--- config.mk ---
export PLATFORM = sky130hd
export DESIGN_NAME = shift_ctrl
export DESIGN_NICKNAME = d
export VERILOG_FILES = /design/src/rtl/shift_ctrl.sv
export SDC_FILE = /design/constraint.sdc
export NUM_CORES = 1
export LEC_CHECK = 0
export CORE_MARGIN = 3
export CORE_UTILIZATION = 50
export CTS_CLUSTER_DIAMETER = 80
export CTS_CLUSTER_SIZE = 12
export DETAILED_ROUTE_END_ITERATION = 16
export GPL_ROUTABILITY_DRIVEN = 0
export PLACE_DENSITY = 0.86
export SYNTH_ARGS = -nofsm -noshare
export SYNTH_HDL_FRONTEND = slang
export SYNTH_SLANG_ARGS = --single-unit
--- constraint.sdc ---
create_clock -name clk -period 3.15 [get_ports clk]
set_clock_uncertainty 0.05 [all_clocks]
set_input_delay 0.4725 -clock clk [delete_from_list [all_inputs] [get_ports clk]]
set_output_delay 0.4725 -clock clk [all_outputs]
set_load 0.02 [all_outputs]
--- src/rtl/shift_ctrl.sv ---
// rtl/shift_ctrl.sv - parallel-to-serial shift sequencer with valid/ready on both sides
//
// Accepts a WIDTH-bit word over in_valid/in_ready, then emits it one bit per
// ser_valid/ser_ready handshake, flags the final bit with ser_last and pulses
// done for one cycle after the final handshake.
//
// Parameters:
//   WIDTH      data word width (2..32)
//   MSB_FIRST  1: bit WIDTH-1 leaves first, 0: bit 0 leaves first
//
// Optional build macro:
//   SHIFT_CTRL_PARITY_EN  appends an even-parity bit as the final serial bit
//
// Ports:
//   clk        system clock, rising edge
//   reset      asynchronous active-low reset
//   in_data    parallel word from producer
//   in_valid   producer offers in_data
//   in_ready   controller can take a word (IDLE and out of reset)
//   ser_out    current serial bit
//   ser_valid  ser_out is valid
//   ser_ready  sink takes ser_out this cycle
//   ser_last   ser_out is the final bit of the frame
//   busy       frame in progress
//   done       one-cycle pulse after the final bit is taken
module shift_ctrl #(
  parameter int WIDTH     = 8,
  parameter bit MSB_FIRST = 1'b1
) (
  input  logic             clk,
  input  logic             reset,
  input  logic [WIDTH-1:0] in_data,
  input  logic             in_valid,
  output logic             in_ready,
  output logic             ser_out,
  output logic             ser_valid,
  input  logic             ser_ready,
  output logic             ser_last,
  output logic             busy,
  output logic             done
);

`ifdef SHIFT_CTRL_PARITY_EN
  localparam int FRAME = WIDTH + 1;
`else
  localparam int FRAME = WIDTH;
`endif
  localparam int CW = $clog2(FRAME + 1);
  localparam logic [CW-1:0] LAST = CW'(FRAME - 1);

  typedef enum logic [1:0] {
    IDLE  = 2'd0,
    SHIFT = 2'd1,
    DONE  = 2'd2
  } state_t;

  state_t           state;
  state_t           state_nx;
  logic [FRAME-1:0] sreg;
  logic [FRAME-1:0] frame_word;
  logic [CW-1:0]    cnt;
  logic             armed;
  logic             accept;
  logic             step;

  // The parity bit (when enabled) sits at the far end of the register from
  // the output so it naturally leaves last.
  always_comb begin
`ifdef SHIFT_CTRL_PARITY_EN
    if (MSB_FIRST) frame_word = {in_data, ^in_data};
    else           frame_word = {^in_data, in_data};
`else
    frame_word = in_data;
`endif
  end

  // armed keeps in_ready low while reset is held and rises on the first edge
  // after release, so a word held on in_valid across reset is not captured.
  assign in_ready  = armed && (state == IDLE);
  assign busy      = (state != IDLE);
  assign ser_valid = (state == SHIFT);
  assign ser_last  = (state == SHIFT) && (cnt == LAST);
  assign done      = (state == DONE);
  assign ser_out   = (state == SHIFT) && (MSB_FIRST ? sreg[FRAME-1] : sreg[0]);

  assign accept = in_valid && in_ready;
  assign step   = (state == SHIFT) && ser_ready;

  always_ff @(posedge clk or negedge reset) begin
    if (!reset) begin
      state <= IDLE;
      armed <= 1'b0;
    end else begin
      state <= state_nx;
      armed <= 1'b1;
    end
  end

  always_comb begin
    state_nx = state;
    case (state)
      IDLE:    if (accept) state_nx = SHIFT;
      SHIFT:   if (step && (cnt == LAST)) state_nx = DONE;
      DONE:    state_nx = IDLE;
      default: state_nx = IDLE;
    endcase
  end

  always_ff @(posedge clk or negedge reset) begin
    if (!reset) begin
      sreg <= '0;
      cnt  <= '0;
    end else if (accept) begin
      sreg <= frame_word;
      cnt  <= '0;
    end else if (step) begin
      if (MSB_FIRST) sreg <= {sreg[FRAME-2:0], 1'b0};
      else           sreg <= {1'b0, sreg[FRAME-1:1]};
      // Wrap to zero on the final bit so the count never exceeds FRAME-1.
      cnt <= (cnt == LAST) ? '0 : cnt + 1'b1;
    end
  end

endmodule

==> results_dict.tcl <==
set metrics [dict create \
    synth_ff_type "dfrtp_1" \
    start_kind "flop" \
    period_needed_ns 2.33 \
    htree_levels 1 \
    path_cells "or2b_1 -> inv_1 -> and2_1 -> clkdlybuf4s50_1" \
    ctsLongestPathBuffers 2 \
    grt_max_degree 16 \
    num_antenna_cells 0 \
    period_share_pct 73.9 \
    clkTransAtPathRegs_ns 0.09 \
    status "finished clean" \
    numCtsBuffers 3 \
    clkSinkCount 15 \
    post_drt_wl_per_cell_um 14.0 \
    setup_viol 0 \
    min-delay-start "sreg[7]" \
    drcViolationCount 0 \
    required_ns 2.63 \
    hpwl_um 976 \
    synth_nets 78 \
    slew_viol_final 0 \
    fp.dieW_um 44.5 \
    min_path_cells 1 \
    cts_tree "yes" \
    ff2ff_setup_slack_ns 1.70 \
    num_vias 551 \
    crit_type "flop to output port" \
    cpMaxStageDelayCell "clkdlybuf4s50_1" \
    final_core_util_pct 69.8 \
    hold_path.class "flop to flop" \
    overflow 0 \
    dieHeight_um 44.5 \
    tns_ns 0 \
    max_stage_delay_ns 0.59 \
    ff2ff_path_depth 3 \
    power_density_nw_per_um2 805 \
    drtPass1Iterations 4 \
    cts_setup_buffers 0 \
    cp_max_fo 6 \
    cts_resized 0 \
    synth_largest_area_cell "dfrtp_1" \
    post_synth.cell_area_avg_sq_um 11.4 \
    port_buffers 17 \
    synth_edf_count 0 \
    core_sq_um 1350 \
    synthCells 65 \
    p_leak_nw 0.471 \
    routed_via_density 5.57 \
    cp.arrival_ns 1.80 \
    ys_types 28 \
    min_to "sreg[7]" \
    n_fill_cell 117 \
    r2r_end "cnt[3]" \
    final_antenna_net_count 0 \
    async_flop_share_pct 100 \
    relSlewSlack_pct 54.1 \
    synth_top_area_share_pct 50.6 \
    r2r_start "cnt[0]" \
    yosysSeqAreaShare_pct 50.6 \
    netlist_area_sq_um 742 \
    nets 98 \
    finalWirelength_mm 1.39 \
    grt_pass1_wl_mm 2.17 \
    rsz0062_at_grt "no" \
    critPathCaptureType "output port" \
    synth-warning-count 0 \
    cts_root_buffer "clkbuf_4" \
    num_io_pins 18 \
    ir_drop_uv 389 \
    hold_violations 0 \
    area_growth_pct 27.0 \
    max_freq_mhz 430 \
    drive_gt1_share_pct 16.7 \
    die_area_sq_um 1980 \
    maxCapViolCount 0 \
    first_global_vias 492 \
    synth_seq_cells 15 \
    groute.usage.overall_pct 15.5 \
    cts_hold_buf 0 \
    yosys-top-cells-area "dfrtp_1 (51%), a22o_1 (8.3%), a21o_1 (7.1%)" \
    worstMarginPinSlew_ns 0.686 \
    rows 13 \
    drt_iter0_drc 9 \
    worstSkewPairLatency_ns 0.28 \
    start_util_pct 55.0 \
    antenna_found_initial 0 \
]
critical path, delay by kind of cell (launching register included):
family                 cells  cell delay, ns
buffers and inverters      2            0.66
DFF                        1            0.46
and+or+nand+nor            2            0.40
registers in the layout, summed over array words and instances (netlist names):
signal and count:
sreg 8, cnt 4, armed 1, state 2
cell type report:
cell class	count	area, sq um	area share [%]
well taps	15	18.8	1.99
inverters	3	11.3	1.20
clock inverters	1	5.00	0.531
repair buffers	17	170	18.1
flip-flops and latches	15	375	39.8
multi-input cells	45	339	36.0
clock buffers	3	22.5	2.39
per-stage QoR:
| step | total power, mW | hold WS [ns] | cells | setup WS [ns] | area (sq um) |
|---|---|---|---|---|---|
| 6_report | 0.759 | 0.425 | 99 | 0.823 | 942 |
| 5_1_grt | 0.812 | 0.450 | 99 | 0.723 | 942 |
| 4_1_cts | 0.767 | 0.430 | 99 | 0.808 | 942 |
| 3_5_place_dp | 0.653 | 0.407 | 95 | 1.13 | 915 |
| 3_3_place_gp | 0.636 | 0.402 | 95 | 1.17 | 915 |
| 2_1_floorplan | 0.544 | 0.127 | 65 | 1.54 | 742 |
cells in the mapped netlist, types with 2 or more instances:
cell type	instances
a21o_1	7
a21oi_1	3
a22o_1	7
dfrtp_1	15
inv_1	3
nand2_1	3
nor2_1	3
o21ai_0	3
or2_2	2
cell families after synthesis:
family / after synthesis / share of synthesized area [%]
AOI/OAI and AO/OA: 21 / 20.6
adders and majority gates: 1 / 1.69
buffers and inverters: 5 / 3.71
DFF: 15 / 50.6
muxes: 1 / 1.35
other: 1 / 0.505
and+or+nand+nor: 21 / 21.6
metal layers:
metal  GRT usage [%]  routed length, um
met1            20.2                630
met2            24.1                657
met3            6.10                103
met4            3.61                  0
met5               0                  0
placed cells by master, fill, tap and decap left out, types with 2 or more instances in the layout:
master           count
a22o_1               7
clkdlybuf4s50_1     17
o21ai_0              3
inv_1                3
nor2_1               3
dfrtp_1             15
nand2_1              3
a21oi_1              3
clkbuf_4             3
or2_2                2
a21o_1               7
power breakdown:
part / internal [mW] / leakage, nW / total (mW) / switching, mW
Combinational: 0.172 / 0.261 / 0.323 / 0.151
Sequential: 0.266 / 0.192 / 0.325 / 0.0587
Clock: 0.0471 / 0.0177 / 0.110 / 0.0632
how the worst max path moves through the flow:
stage          startpoint       end  depth (start not counted)
2_1_floorplan    state[0]  in_ready                          2
3_3_place_gp     state[0]   ser_out                          4
3_5_place_dp     state[0]   ser_out                          4
4_1_cts          state[0]   ser_out                          4
5_1_grt          state[0]   ser_out                          4
6_report         state[0]   ser_out                          4
(Power assumes the default switching activity.)
